## src/rtl/pcie_host_sideband_if.sv

```systemverilog
// pcie_host_sideband_if: slot sideband bundle between host sequencer (slave) and its environment (master)
// enable/pwr_good/clkreq_l flow into the sequencer; pwr_en/refclk_oe/perst_l/fault/state flow out.
interface pcie_host_sideband_if;
  logic       enable;
  logic       pwr_good;
  logic       clkreq_l;
  logic       pwr_en;
  logic       refclk_oe;
  logic       perst_l;
  logic       fault;
  logic [2:0] state;
  modport master (output enable, pwr_good, clkreq_l, input pwr_en, refclk_oe, perst_l, fault, state);
  modport slave (input enable, pwr_good, clkreq_l, output pwr_en, refclk_oe, perst_l, fault, state);
endinterface

```

## src/rtl/pcie_host_sideband.sv

```systemverilog
// pcie_host_sideband: host-side slot power, refclk gating and PERST# sequencer
// Ports: clk, reset (sync, active-high); sb.slave carries enable, pwr_good (async), clkreq_l (async)
// in and pwr_en, refclk_oe, perst_l, fault, state out. All outputs registered from the next state.
module pcie_host_sideband #(
  parameter logic [31:0] PWR_SETTLE_CYC    = 32'd1_000_000,
  parameter logic [31:0] PWR_TIMEOUT_CYC   = 32'd10_000_000,
  parameter logic [31:0] REFCLK_SETTLE_CYC = 32'd10_000,
  parameter logic [31:0] PERST_MIN_CYC     = 32'd10_000,
  parameter logic [31:0] CLKREQ_FILT       = 32'd16,
  parameter bit          CLKREQ_USE        = 1'b1
) (
  input logic clk,
  input logic reset,
  pcie_host_sideband_if.slave sb
);
  typedef enum logic [2:0] {OFF, PWR_ON, WAIT_CLKREQ, REFCLK, RUN, PERST_HOLD, FAULT} state_t;
  state_t st, st_n;
  logic pg_m, pg, ck_m, ck, lvl, lvl_n, drop;
  logic [31:0] cnt, scnt, fcnt;
  always_comb begin
    lvl_n = (ck != lvl && fcnt == CLKREQ_FILT - 32'd1) ? ck : lvl;
    // losing enable (or power once it was qualified) beats every other transition
    drop = !sb.enable || (!pg && st inside {WAIT_CLKREQ, REFCLK, RUN});
    st_n = st;
    case (st)
      OFF:         st_n = sb.enable ? PWR_ON : OFF;
      PWR_ON:      st_n = !sb.enable ? PERST_HOLD :
                          (pg && scnt == PWR_SETTLE_CYC - 32'd1) ? (CLKREQ_USE ? WAIT_CLKREQ : REFCLK) :
                          (cnt == PWR_TIMEOUT_CYC - 32'd1) ? FAULT : PWR_ON;
      WAIT_CLKREQ: st_n = drop ? PERST_HOLD : !lvl ? REFCLK : WAIT_CLKREQ;
      REFCLK:      st_n = drop ? PERST_HOLD : (cnt == REFCLK_SETTLE_CYC - 32'd1) ? RUN : REFCLK;
      RUN:         st_n = drop ? PERST_HOLD : RUN;
      PERST_HOLD:  st_n = (cnt == PERST_MIN_CYC - 32'd1) ? OFF : PERST_HOLD;
      FAULT:       st_n = !sb.enable ? OFF : FAULT;
      default:     st_n = OFF;
    endcase
  end
  always_ff @(posedge clk) begin
    if (reset) begin
      {pg_m, pg, ck_m, ck} <= '0;
      lvl          <= 1'b1;
      fcnt         <= '0;
      cnt          <= '0;
      scnt         <= '0;
      st           <= OFF;
      sb.pwr_en    <= 1'b0;
      sb.refclk_oe <= 1'b0;
      sb.perst_l   <= 1'b0;
      sb.fault     <= 1'b0;
      sb.state     <= 3'd0;
    end else begin
      pg_m         <= sb.pwr_good;
      pg           <= pg_m;
      ck_m         <= sb.clkreq_l;
      ck           <= ck_m;
      lvl          <= lvl_n;
      fcnt         <= (ck == lvl || fcnt == CLKREQ_FILT - 32'd1) ? 32'd0 : fcnt + 32'd1;
      st           <= st_n;
      cnt          <= (st_n != st) ? 32'd0 : cnt + 32'd1;
      scnt         <= (st == PWR_ON && st_n == PWR_ON && pg) ? scnt + 32'd1 : 32'd0;
      sb.pwr_en    <= st_n inside {PWR_ON, WAIT_CLKREQ, REFCLK, RUN, PERST_HOLD};
      // in RUN the refclk follows the filtered CLKREQ# on the same edge the filter accepts it
      sb.refclk_oe <= st_n == REFCLK || st_n == PERST_HOLD || (st_n == RUN && (!CLKREQ_USE || !lvl_n));
      sb.perst_l   <= st_n == RUN;
      sb.fault     <= st_n == FAULT;
      sb.state     <= st_n;
    end
  end
endmodule
```

## src/flat_wrapper.sv

```systemverilog
// flat-port wrapper written by rule: the top's interface ports become plain ports
module pcie_host_sideband_flat 
#(
  parameter logic [31:0] PWR_SETTLE_CYC    = 32'd1_000_000,
  parameter logic [31:0] PWR_TIMEOUT_CYC   = 32'd10_000_000,
  parameter logic [31:0] REFCLK_SETTLE_CYC = 32'd10_000,
  parameter logic [31:0] PERST_MIN_CYC     = 32'd10_000,
  parameter logic [31:0] CLKREQ_FILT       = 32'd16,
  parameter bit          CLKREQ_USE        = 1'b1
)
  (clk, reset, sb_enable, sb_pwr_good, sb_clkreq_l, sb_pwr_en, sb_refclk_oe, sb_perst_l, sb_fault, sb_state);
  pcie_host_sideband_if sb_i ();
  input logic clk;
  input logic reset;
  input wire logic [$bits(sb_i.enable)-1:0] sb_enable;
  input wire logic [$bits(sb_i.pwr_good)-1:0] sb_pwr_good;
  input wire logic [$bits(sb_i.clkreq_l)-1:0] sb_clkreq_l;
  output wire logic [$bits(sb_i.pwr_en)-1:0] sb_pwr_en;
  output wire logic [$bits(sb_i.refclk_oe)-1:0] sb_refclk_oe;
  output wire logic [$bits(sb_i.perst_l)-1:0] sb_perst_l;
  output wire logic [$bits(sb_i.fault)-1:0] sb_fault;
  output wire logic [$bits(sb_i.state)-1:0] sb_state;
  assign sb_i.enable = sb_enable;
  assign sb_i.pwr_good = sb_pwr_good;
  assign sb_i.clkreq_l = sb_clkreq_l;
  assign sb_pwr_en = sb_i.pwr_en;
  assign sb_refclk_oe = sb_i.refclk_oe;
  assign sb_perst_l = sb_i.perst_l;
  assign sb_fault = sb_i.fault;
  assign sb_state = sb_i.state;
  pcie_host_sideband #(.PWR_SETTLE_CYC(PWR_SETTLE_CYC), .PWR_TIMEOUT_CYC(PWR_TIMEOUT_CYC), .REFCLK_SETTLE_CYC(REFCLK_SETTLE_CYC), .PERST_MIN_CYC(PERST_MIN_CYC), .CLKREQ_FILT(CLKREQ_FILT), .CLKREQ_USE(CLKREQ_USE)) u_core (.clk(clk), .reset(reset), .sb(sb_i));
endmodule
```

## config.mk

```make
export PLATFORM = sky130hd
export DESIGN_NAME = pcie_host_sideband_flat
export DESIGN_NICKNAME = d
export VERILOG_FILES = /design/src/rtl/pcie_host_sideband_if.sv /design/src/rtl/pcie_host_sideband.sv /design/src/flat_wrapper.sv
export SDC_FILE = /design/constraint.sdc
export NUM_CORES = 1
export LEC_CHECK = 0
export BUFFER_PORTS_ARGS = -buffer_cell sky130_fd_sc_hd__buf_2
export CELL_PAD_IN_SITES_DETAIL_PLACEMENT = 0
export CELL_PAD_IN_SITES_GLOBAL_PLACEMENT = 2
export CORE_ASPECT_RATIO = 1.75
export CORE_MARGIN = 1
export CORE_UTILIZATION = 35
export CTS_CLUSTER_DIAMETER = 200
export DETAILED_ROUTE_END_ITERATION = 16
export PLACE_DENSITY_LB_ADDON = 0.1
export SKIP_CTS_REPAIR_TIMING = 1
export SLEW_MARGIN = 10
export SYNTH_ARGS = -nofsm -noshare
export SYNTH_HDL_FRONTEND = slang
export SYNTH_SLANG_ARGS = --single-unit
```

## constraint.sdc

```tcl
create_clock -name clk -period 2.55 [get_ports clk]
set_input_delay 0.255 -clock clk [delete_from_list [all_inputs] [get_ports clk]]
set_output_delay 0.255 -clock clk [all_outputs]
set_load 0.005 [all_outputs]
```

==> metrics.yaml <==
critical_path:
  slowest_stage: "or4_4"
  cp_max_fo: 8
  worst-path-buf-inv: 2
  worst_r2r_path_depth: 9
  rrSetupSlack_ns: -0.29
  required_ns: 2.79
  r2r_start: "u_core.scnt[11]"
  crit_top_cell: "or4_4"
  cp-end-kind: "flop"
  crit_chain: "or4_4, or4_4, or3_4, nor2b_4, a211oi_4, buf_6, xnor2_4, clkbuf_16, nor2_1"
  path_delay_family: "simple AND/OR/NAND/NOR gates"
  slowest_delay_ns: 0.52
  crit_arrival_ns: 3.08
  r2r_end: "u_core.cnt[16]"
  crit_path_start_kind: "flop"
  path_class: "flop to flop"
placement:
  place_ws_ns: -0.250
  place_hpwl_um: 9380
  numPortBuffers: 11
  postPlaceCellArea_um2: 5800
  routabilityCongestion: 0.772
  place_inst: 845
timing:
  clock_skew_ns: 0.0138
  holdWs_ns: 0.133
  maxSlewViolCount: 0
  hold_viol_final: 0
  grt_setup_unrepaired: "true"
  tns_ns: -15.77
  setup_viol: 68
  max_freq_ghz: 0.352
  min_period_over_period: 1.12
  slew_headroom: 0.512
  setup_slack_ns: -0.295
  tightestPinTransition_ns: 0.726
  min_period_ns: 2.84
grt:
  grt_pass1_vias: 4390
  grt_overflow: 0
  grt_use_total: 0.181
  grt_max_degree: 33
  antenna_found_initial: 0
  grt_pass1_wl_um: 21400
routing:
  viasPerCell: 5.06
  drt_iter0_drc: 134
  drt-pass1-iter-count: 4
  drcViolationCount: 0
  totalWireLength_um: 13100
  wl_per_cell_um: 15.1
  num_vias: 4378
  ant_nets: 0
cells_and_area:
  layout_commonest_cell: "dfxtp_1"
  layout_common_cells: "107 x dfxtp_1, 101 x nor2_1, 69 x nand2_1"
  fin_util: 0.449
  drive_above_1_share: 0.193
  stdcell_area_um2: 6280
  insertedDiodeCount: 0
  num-fill-cells: 1451
  layout.nets: 692
  syn_to_final_growth_pct: 24.2
  instances_no_fill: 866
power:
  p_sw_frac: 0.268
  p_switching_uw: 941
  combinationalPowerShare: 0.119
  seqPwrFrac: 0.491
  leakage_nw: 2.34
  pwr_density_cell_nw_per_um2: 560
  peakVddDrop_mv: 0.379
  clockPowerShare: 0.390
  p_total_mw: 3.52
  p_int_mw: 2.58
clock_tree:
  cts_tree: "built"
  cts_root_buf: "clkbuf_16"
  htree_levels: 3
  cts_num_sinks: 108
  clkLatencyLatePin_ns: 0.35
  cts_buffers: 9
  clock_path_buffers: 2
  cts.clk_slew.worst_paths_ns: 0.07
yosys:
  synthDistinctLibCells: 41
  postSynthAreaPerCell_um2: 8.29
  synthXorXnorAreaFrac: 0.159
  syn_inst: 610
  synth-edff-count: 0
  synth_seq_area_share: 0.427
  synth_nets: 618
  synthMuxAreaShare: 0.00198
  synth_compound_area_frac: 0.0369
  ys.flop_type: "dfxtp_1"
  synthesis.area_um2: 5060
  async_flop_share: 0
  yosysTopAreaCell: "dfxtp_1"
  ys_top_cells_by_area: "dfxtp_1 43%, xor2_1 9.5%, nor2_1 7.5%"
  synth-simple-area-share: 0.335
  synthAdderAreaFrac: 0.00742
  synth_top_area_frac: 0.427
  synth_seq_cells: 108
  yosysWarningCount: 0
  synth_top_family_by_area: "simple AND/OR/NAND/NOR gates"
status:
  violations: "setup timing"
  outcome: "complete, but fails checks"
min_path:
  whs_path_depth: 2
  min_from: "sb_pwr_good"
  hold_class: "input pin to flop"
  worstHoldEndpoint: "u_core.pg_m"
floorplan:
  die_y_um: 161
  core_um2: 14000
  die_area_um2: 15000
  boundaryPins: 12
  fp-row-count: 57
  die_w_um: 92.9
  initial_core_util: 0.362
run:
  cap_viol_max_count: 0
-- worst register-to-register path, delay by kind of cell, from the launching register on --
kind            cells  cell delay (ns)
simple gates        5             1.56
buf+inv             2             0.39
flops               1             0.32
compound gates      1             0.29
xor+xnor            1             0.18
-- metal layers --
layer  global-route usage  part of all wire  up-vias
met2                0.356              0.58       46
met5                    0                 0        -
met4               0.0615             0.024        0
li1                     -                 -     2235
met3               0.0268             0.020       20
met1                0.189              0.38     2077
-- power by group through the flow --
stage	registers, mW	logic, mW	clock network, mW
floorplan	1.76	0.205	0
global placement	1.76	0.320	0
detailed placement	1.77	0.324	0
CTS	1.73	0.325	1.42
global route	1.73	0.451	1.49
finish	1.73	0.417	1.37
-- registers in the layout (all words and copies together) (netlist names) --
| register | flops |
|---|---|
| u_core.cnt | 32 |
| u_core.fcnt | 32 |
| u_core.scnt | 32 |
| u_core.sb.state | 3 |
| u_core.ck | 1 |
| u_core.ck_m | 1 |
| u_core.lvl | 1 |
| u_core.pg | 1 |
| u_core.pg_m | 1 |
| u_core.sb.fault | 1 |
| u_core.sb.perst_l | 1 |
| u_core.sb.pwr_en | 1 |
| u_core.sb.refclk_oe | 1 |
-- cell families (layout without fill, tap and decap cells) --
group | count (synthesis) | in the layout
AND/OR/NAND/NOR | 345 | 345
adder cells (fa/ha/maj) | 3 | 3
flip-flops | 108 | 108
buffers and inverters | 36 | 115
XOR/XNOR | 92 | 92
multiplexers | 1 | 1
AO/OA/AOI/OAI | 25 | 25
-- synthesized netlist by cell type, types with 6 or more instances --
cell        n
o21ai_0     8
nor4_1     23
nand3_1    35
and4_1      9
xor2_1     55
nand2_1    69
dfxtp_1   108
xnor2_1    37
clkbuf_1   15
and3_1      7
nor2_1    101
nand4_1    28
a21oi_1     6
inv_1      14
nor3_1     42
-- area by class of cell --
class                           instances  area [µm²]  area share
Timing Repair Buffer                   85         694       0.111
Multi-Input combinational cell        466        2860       0.455
Inverter                               14        52.6     0.00836
Tap cell                              177         221      0.0353
Clock inverter                          7        68.8      0.0110
Sequential cell                       108        2160       0.344
Clock buffer                            9         225      0.0358
-- worst max-delay path by stage --
stage | startpoint | end | slack, ns | depth (start not counted)
final | u_core.scnt[11] | u_core.cnt[16] | -0.29 | 9
after global routing | u_core.scnt[11] | u_core.cnt[18] | -0.38 | 9
after CTS | u_core.cnt[24] | u_core.cnt[9] | -0.30 | 11
after global placement | u_core.cnt[24] | u_core.cnt[9] | -0.23 | 11
after floorplan | u_core.scnt[11] | u_core.scnt[12] | -0.15 | 8
after detailed placement | u_core.cnt[24] | u_core.cnt[9] | -0.25 | 11
Power figures use the tool's default switching activity.
